==> src/rtl/icache.sv <==
// Direct-mapped, one-word-per-frame, read-only instruction cache.
// Optional hit/miss counters are built only when ICACHE_STATS_EN is defined.
module icache #(
   parameter int SETS = 16
) (
   input  logic        CLK,
   input  logic        RST,
   input  logic        imemREN,
   input  logic [31:0] imemaddr,
   output logic        ihit,
   output logic [31:0] imemload,
   output logic        iREN,
   output logic [31:0] iaddr,
   input  logic        iwait,
   input  logic [31:0] iload,
   output logic [31:0] hit_count,
   output logic [31:0] miss_count
);

   localparam int IW = $clog2(SETS);
   localparam int TW = 30 - IW;

   typedef enum logic {IDLE, FETCH} state_t;

   state_t          state, next;
   logic [SETS-1:0] valid;
   logic [TW-1:0]   tags [SETS];
   logic [31:0]     data [SETS];
   logic [31:0]     miss_addr;

   logic [IW-1:0]   idx, fidx;
   logic [TW-1:0]   tag, ftag;
   logic            match;
   logic            fill;
   logic            miss_start;

   assign idx   = imemaddr[IW+1:2];
   assign tag   = imemaddr[31:IW+2];
   assign fidx  = miss_addr[IW+1:2];
   assign ftag  = miss_addr[31:IW+2];
   assign match = valid[idx] && (tags[idx] == tag);

   always_comb begin
      next       = state;
      ihit       = 1'b0;
      imemload   = '0;
      iREN       = 1'b0;
      iaddr      = imemaddr;
      fill       = 1'b0;
      miss_start = 1'b0;
      if (RST) begin
         iaddr = '0;
      end else begin
         case (state)
            IDLE: begin
               if (imemREN) begin
                  if (match) begin
                     ihit     = 1'b1;
                     imemload = data[idx];
                  end else begin
                     miss_start = 1'b1;
                     next       = FETCH;
                  end
               end
            end
            FETCH: begin
               iREN  = 1'b1;
               iaddr = miss_addr;
               if (!iwait) begin
                  fill = 1'b1;
                  next = IDLE;
               end
            end
            default: next = IDLE;
         endcase
      end
   end

   always_ff @(posedge CLK) begin
      if (RST) begin
         state     <= IDLE;
         valid     <= '0;
         miss_addr <= '0;
      end else begin
         state <= next;
         if (miss_start)
            miss_addr <= imemaddr;
         if (fill)
            valid[fidx] <= 1'b1;
      end
   end

   // Tag and data arrays stay unreset; the valid bits gate every use.
   always_ff @(posedge CLK) begin
      if (fill) begin
         tags[fidx] <= ftag;
         data[fidx] <= iload;
      end
   end

`ifdef ICACHE_STATS_EN
   always_ff @(posedge CLK) begin
      if (RST) begin
         hit_count  <= '0;
         miss_count <= '0;
      end else begin
         if (ihit && hit_count != 32'hFFFF_FFFF)
            hit_count <= hit_count + 32'd1;
         if (miss_start && miss_count != 32'hFFFF_FFFF)
            miss_count <= miss_count + 32'd1;
      end
   end
`else
   assign hit_count  = '0;
   assign miss_count = '0;
`endif

endmodule

==> config.mk <==
export PLATFORM = sky130hd
export DESIGN_NAME = icache
export DESIGN_NICKNAME = d
export VERILOG_FILES = /design/src/rtl/icache.sv
export SDC_FILE = /design/constraint.sdc
export NUM_CORES = 1
export LEC_CHECK = 0
export ABC_AREA = 1
export CAP_MARGIN = 25
export CELL_PAD_IN_SITES_DETAIL_PLACEMENT = 1
export CELL_PAD_IN_SITES_GLOBAL_PLACEMENT = 1
export CORE_AREA = 2 2 304 306
export DETAILED_ROUTE_END_ITERATION = 8
export DIE_AREA = 0 0 306 308
export GPL_ROUTABILITY_DRIVEN = 0
export PLACE_DENSITY_LB_ADDON = 0.15
export SETUP_SLACK_MARGIN = 0.15
export SLEW_MARGIN = 0
export SYNTH_ARGS = -nofsm -noshare
export SYNTH_HDL_FRONTEND = slang
export SYNTH_SLANG_ARGS = --single-unit
==> constraint.sdc <==
create_clock -name CLK -period 8.27 [get_ports CLK]
set_input_delay 1.654 -clock CLK [delete_from_list [all_inputs] [get_ports CLK]]
set_output_delay 1.654 -clock CLK [all_outputs]
set_load 0.1 [all_outputs]
==> flow_summary_export.csv, run 1 <==
group,metric,value,unit
logic_synthesis,ys_seq_area_share,71.04,%
route,totalWireLength,123100,microns
critical_path,path_class,"input pin to output pin",
floorplan,rows,111,
power_and_ir_drop,vdd_drop_max,222.3,uV
logic_synthesis,synth_simple_gate_area_share,14.64,%
critical_path,worst_setup_path_end_kind,"output pin",
clock_network,postCtsHoldBufs,0,
critical_path,slowest_delay,0.53,ns
job,cap_violations,0,
final_layout,drive_gt1_share,8.374,%
clock_network,htree_levels,3,
clock_network,clk_pin_slew,0.06,ns
critical_path,worstSetupStartpointType,"input pin",
route,post_drt_wl_per_cell,25.24,microns
timing,slew_viol_final,0,
place,place_inst,4673,
timing,rsz0062_at_grt,"no",
logic_synthesis,synthAdderAreaFrac,0,%
critical_path,reg2reg_from,"state",
final_layout,fill_cells,9430,
grt,grt_pass1_wl,183200,microns
critical_path,required,6.62,ns
logic_synthesis,synthMuxAreaShare,0,%
timing,max_freq,141.3,MHz
critical_path,critPathArrivalTime,5.42,ns
logic_synthesis,syn_area,40610,sq um
clock_network,cts_tree,"built",
timing,setup_viol,0,
logic_synthesis,synth_edf_count,928,
grt,grt_pass1_vias,28840,
timing,min_period_over_period,85.57,%
timing,slew_headroom,16.70,%
logic_synthesis,synth-seq-cells,977,
route,first_pass_iters,5,
floorplan,die_w,306,microns
place,portBuffers,133,
grt,grt-ovfl-total,0,
clock_network,clockBufferDepth,3,
timing,worst_pin_slew,1.249,ns
timing,finalHoldViolCount,0,
timing,final.setup.tns,0,ns
floorplan,fp.dieArea,94250,sq um
final_layout,fin_nets,3666,
power_and_ir_drop,p_per_area,240.8,nW/um^2
logic_synthesis,synth_area_per_cell,11.52,sq um
floorplan,io-pin-count,198,
clock_network,cts-resized-gates,0,
route,drtIter0Drc,2258,
critical_path,critPathSlowestCell,"buf_4",
clock_network,clock-sinks,977,
grt,grt_max_degree,211,
logic_synthesis,synth_cell_types,28,
critical_path,crit_family,"buffers and inverters",
clock_network,cts_root_buf,"clkbuf_16",
status,outcome,"completed",
route,vias,27830,
route,final_antenna_net_count,0,
timing,fin_worst_skew,0.02485,ns
logic_synthesis,synth_cells,3525,
logic_synthesis,yosysTopAreaCellShare,68.62,%
logic_synthesis,synth_top_family_by_area,"simple AND/OR/NAND/NOR gates",
logic_synthesis,async_reset_ff_share,0,%
clock_network,cts_buffers,104,
critical_path,startpoint,"imemaddr[2]",
final_layout,fin_util,50.83,%
final_layout,syn2layout_area_growth,13.87,%
route,vias_per_cell,5.707,
power_and_ir_drop,p_leak,16.94,nW
place,hpwlAfterDp,65050,microns
worst_hold_path,hold_path.startpoint,"valid[9]",
logic_synthesis,yosys.area_share.xor_xnor,0,%
logic_synthesis,synth_area_leaders,"edfxtp_1 (69%), nand2_1 (8.3%), nand3_1 (3.8%)",
logic_synthesis,synthMostInstantiatedCell,"edfxtp_1",
route,drc_errors,0,
clock_network,cts_setup_buffers,0,
grt,grt_use_total,26.09,%
critical_path,crit_buf_inv,6,
logic_synthesis,synth_compound_area_share,8.451,%
power_and_ir_drop,power,11.13,mW
floorplan,start_util,44.64,%
timing,fin_crit,7.077,ns
logic_synthesis,synth_warnings,0,
floorplan,core-area,90970,sq um
logic_synthesis,synth_top_area_cell,"edfxtp_1",
clock_network,clock_latency,0.67,ns
logic_synthesis,synth.top_cells.by_count,"edfxtp_1 (928), nand2_1 (899), nand3_1 (311), a21oi_1 (277), nor2_1 (250)",
critical_path,crit_path_max_fanout,136,
critical_path,crit_chain,"buf_8, clkinv_8, buf_4, o21ai_0, nand3_1, nand3_1, o21ai_0, inv_1, nand4_1, nor2_1, nand2_1, nor2_1, nand3_2, buf_4, nor2_1, buf_4",
final_layout,fin_cells,4877,
floorplan,die_y,308,microns
worst_hold_path,worstHoldPathType,"flop to flop",
grt,antenna_found_initial,7,
timing,worst_hold_slack,0.4578,ns
logic_synthesis,synth_ff_type,"edfxtp_1",
[through the flow]
step | instance area, sq um | worst slack [ns]
final | 46240 | 1.193
after CTS | 46120 | 1.287
after global routing | 46240 | 1.010
after global placement | 42520 | 1.453
after detailed placement | 42610 | 1.378
after floorplan | 40850 | 1.163
[cell type report]
type | instances | area (sq um) | area share [%]
flip-flops and latches | 977 | 28850 | 62.38
diodes | 1 | 2.502 | 0.005412
inverters | 222 | 869.6 | 1.881
repair buffers | 192 | 1853 | 4.007
multi-input cells | 2101 | 9679 | 20.93
clock buffers | 138 | 2864 | 6.194
clock inverters | 60 | 641.9 | 1.388
well taps | 1186 | 1484 | 3.209
[worst paths after layout]
kind | endpoint | slack (ns) | cells past startpoint
min reg2reg | valid[9] | 0.46 | 2
max reg2reg | tags[3][8] | 5.05 | 7
max | imemload[9] | 1.19 | 16
min | valid[9] | 0.46 | 2
[cells by family (layout without fill, tap and decap cells)]
kind of cell	Yosys count	in the layout
compound gates	564	564
buf+inv	510	612
flops	977	977
other cells	1	65
simple gates	1473	1473
[placed cells by master (no fill, tap or decap), types with 3 or more instances in the layout]
cell type | netlist | final
nor2_1 | 250 | 246
a221oi_1 | 111 | 111
buf_12 | 0 | 11
clkinv_8 | 0 | 3
clkdlybuf4s50_1 | 0 | 63
o22ai_1 | 4 | 4
bufinv_16 | 0 | 12
a32oi_1 | 5 | 5
conb_1 | 1 | 64
clkbuf_1 | 112 | 24
o31ai_1 | 32 | 32
o21ai_1 | 36 | 36
o21ai_0 | 60 | 60
nor2_4 | 0 | 4
nor3_2 | 0 | 5
edfxtp_1 | 928 | 928
nand2_1 | 899 | 898
clkbuf_16 | 0 | 107
dfxtp_1 | 49 | 49
o211ai_1 | 32 | 32
a31oi_1 | 7 | 7
clkinv_2 | 0 | 30
inv_1 | 219 | 210
buf_4 | 75 | 109
nand3_1 | 311 | 310
clkinv_1 | 1 | 17
a21oi_1 | 277 | 277
clkbuf_8 | 0 | 7
nand4_1 | 6 | 6
buf_16 | 0 | 5
clkinvlp_4 | 0 | 4
[worst min-delay path, cell delays in order (launching register included)]
cell     delay, ns
dfxtp_1       0.30
inv_1         0.06
a21oi_1       0.06
[flip-flops by register name, summed over array words and instances (netlist names)]
name,flops
data,512
miss_addr,32
state,1
tags,416
valid,16
[metal layers]
| metal | GRT usage, % | vias up | wire, microns |
|---|---|---|---|
| met3 | 4.535 | 225 | 7939 |
| li1 | - | 12450 | - |
| met2 | 43.20 | 932 | 59230 |
| met1 | 35.05 | 14220 | 52490 |
| met5 | 0 | - | 69 |
| met4 | 8.466 | 10 | 3357 |
[where the power goes]
group          internal, mW  switching [mW]  leakage [nW]
sequential             5.45          0.0490          8.66
clock                  2.81            1.95          1.72
combinational         0.196           0.677          6.56
total                  8.46            2.68          16.9
Power figures use the tool's default switching activity.
==> run 2: changes to the inputs <==
--- a/config.mk
+++ b/config.mk
@@ -7,11 +7,12 @@
 export LEC_CHECK = 0
 export ABC_AREA = 1
 export CAP_MARGIN = 25
-export CELL_PAD_IN_SITES_DETAIL_PLACEMENT = 1
-export CELL_PAD_IN_SITES_GLOBAL_PLACEMENT = 1
-export CORE_AREA = 2 2 304 306
+export CELL_PAD_IN_SITES_DETAIL_PLACEMENT = 2
+export CELL_PAD_IN_SITES_GLOBAL_PLACEMENT = 2
+export CORE_AREA = 2 2 311 313
 export DETAILED_ROUTE_END_ITERATION = 8
-export DIE_AREA = 0 0 306 308
+export DIE_AREA = 0 0 313 315
+export DONT_BUFFER_PORTS = 1
 export GPL_ROUTABILITY_DRIVEN = 0
 export PLACE_DENSITY_LB_ADDON = 0.15
 export SETUP_SLACK_MARGIN = 0.15
==> flow_summary_export.csv, run 2 (synthesis results as in run 1) <==
group,metric,value,unit
route,drtIter0Drc,2193,
critical_path,worst_setup_path_end_kind,"output pin",
critical_path,slowest_delay,0.83,ns
timing,slew_viol_final,271,
power_and_ir_drop,vdd_drop_max,157.2,uV
final_layout,largest-register,"data",
grt,grt-ovfl-total,0,
worst_hold_path,min_to,"valid[2]",
clock_network,cts_buffers,107,
clock_network,cts_tree,"built",
critical_path,path_class,"input pin to output pin",
timing,min_period_over_period,97.81,%
floorplan,die_w,313,microns
final_layout,register_area,28850,sq um
job,cap_violations,0,
timing,finalHoldViolCount,0,
floorplan,core-area,95710,sq um
clock_network,clock_latency,0.71,ns
critical_path,crit_path_max_fanout,501,
route,first_pass_iters,5,
place,hpwlAfterDp,73690,microns
timing,fin_ws,0.1815,ns
clock_network,cts-resized-gates,0,
power_and_ir_drop,p_per_area,242.2,nW/um^2
timing,slew_headroom,-58.01,%
grt,grt_max_degree,502,
timing,fin_crit,8.088,ns
timing,final.setup.tns,0,ns
floorplan,io-pin-count,198,
clock_network,postCtsHoldBufs,0,
final_layout,syn2layout_area_growth,12.88,%
route,drc_errors,0,
grt,grt_pass1_vias,31200,
clock_network,clockBufferDepth,3,
final_layout,fill_cells,9447,
route,final_antenna_net_count,0,
critical_path,reg2reg_from,"state",
final_layout,multi_input_area,9897,sq um
final_layout,layout_commonest_cell,"edfxtp_1",
final_layout,drive_gt1_share,9.834,%
final_layout,stdcell_area,45840,sq um
clock_network,cts_setup_buffers,0,
place,place_ws,1.100,ns
critical_path,required,6.62,ns
route,vias_per_cell,5.765,
floorplan,fp.dieArea,98600,sq um
grt,antenna_found_initial,2,
critical_path,crit_top_cell,"nand2_1",
clock_network,cts_root_buf,"clkbuf_16",
timing,worst_pin_slew,2.370,ns
clock_network,clock-sinks,977,
route,post_drt_wl_per_cell,28.65,microns
critical_path,critPathSlowestCell,"clkinv_8",
clock_network,htree_levels,3,
critical_path,rrSetupSlack,5.01,ns
critical_path,crit_chain,"clkinv_8, buf_4, nand2_1, nand2_1, nand2_1, nand3_1, nand3_1, nand3_1, nand4_1, nor2_1, nand2_1, nor2_1, nand3_4, nor2_2, buf_4",
route,totalWireLength,140000,microns
critical_path,crit_family,"simple AND/OR/NAND/NOR gates",
status,failed_checks,"max-slew violations",
worst_hold_path,worstHoldPathType,"flop to flop",
critical_path,rr_endpoint,"tags[10][3]",
worst_hold_path,hold_path.startpoint,"valid[2]",
critical_path,crit_buf_inv,3,
route,vias,28170,
final_layout,fin_nets,3589,
worst_hold_path,hold_path_depth,2,
floorplan,die_y,315,microns
grt,grt_use_total,28.34,%
critical_path,reg2regPathDepth,5,
power_and_ir_drop,p_leak,16.66,nW
grt,grt_pass1_wl,206200,microns
final_layout,largest_reg_flops,512,
timing,setup_viol,0,
critical_path,worstSetupStartpointType,"input pin",
timing,rsz0062_at_grt,"no",
clock_network,clk_pin_slew,0.06,ns
status,outcome,"finished, violations left",
place,portBuffers,0,
final_layout,final_cell_mix,"edfxtp_1 (928), nand2_1 (898), nand3_1 (310), a21oi_1 (277), nor2_1 (214)",
place,placed_area,42320,sq um
floorplan,rows,114,
floorplan,start_util,42.43,%
final_layout,top_regs,"data: 512 flops, tags: 416 flops, miss_addr: 32 flops",
critical_path,critPathArrivalTime,6.43,ns
timing,fin_worst_skew,0.03587,ns
timing,max_freq,123.6,MHz
[run 2: worst register-to-register path, stage by stage, from the launching register on]
cell      delay (ns)
dfxtp_1         0.33
nand2_1         0.21
nor2_1          0.54
nand3_1         0.22
clkinv_2        0.73
buf_4           0.83
[run 2: final cells by class]
type                       count  area share (%)
sequential                   977           62.93
clock inverter                65           1.400
timing repair buffer         112           2.506
clock buffer                 133           6.185
multi-input combinational   2101           21.59
antenna                        1        0.005459
tap                         1276           3.483
inverter                     222           1.897
[run 2: report_power, final]
| part | internal, mW | switching (mW) | total [mW] | leakage, nW |
|---|---|---|---|---|
| combinational | 0.181 | 0.585 | 0.766 | 6.30 |
| clock | 2.80 | 2.04 | 4.84 | 1.71 |
| sequential | 5.45 | 0.0494 | 5.50 | 8.66 |
[run 2: metrics by stage]
step	cells	total power, mW	util [%]	hold slack (ns)
6_report	4887	11.10	47.89	0.4567
5_1_grt	4887	11.41	47.89	0.4915
4_1_cts	4883	11.18	47.85	0.4592
3_5_place_dp	4685	6.360	44.21	0.4509
3_3_place_gp	4671	6.296	43.84	0.4360
2_1_floorplan	3588	6.197	-	0.4307
[run 2: how the worst max path moves through the flow]
stage                     start      endpoint  cells past startpoint
finish              imemaddr[2]  imemload[21]                     15
global route        imemaddr[2]  imemload[12]                     15
CTS                 imemaddr[2]  imemload[21]                     15
detailed placement  imemaddr[2]  imemload[12]                     15
global placement    imemaddr[2]  imemload[18]                     15
floorplan                   RST    data[0][0]                      6
[run 2: per-layer routing]
layer,vias to the layer above,global-route usage (%),wire (microns)
li1,12300,-,-
met1,14900,36.79,59160
met2,768,49.50,70290
met3,207,4.269,7456
met4,2,7.862,3104
met5,-,0,17
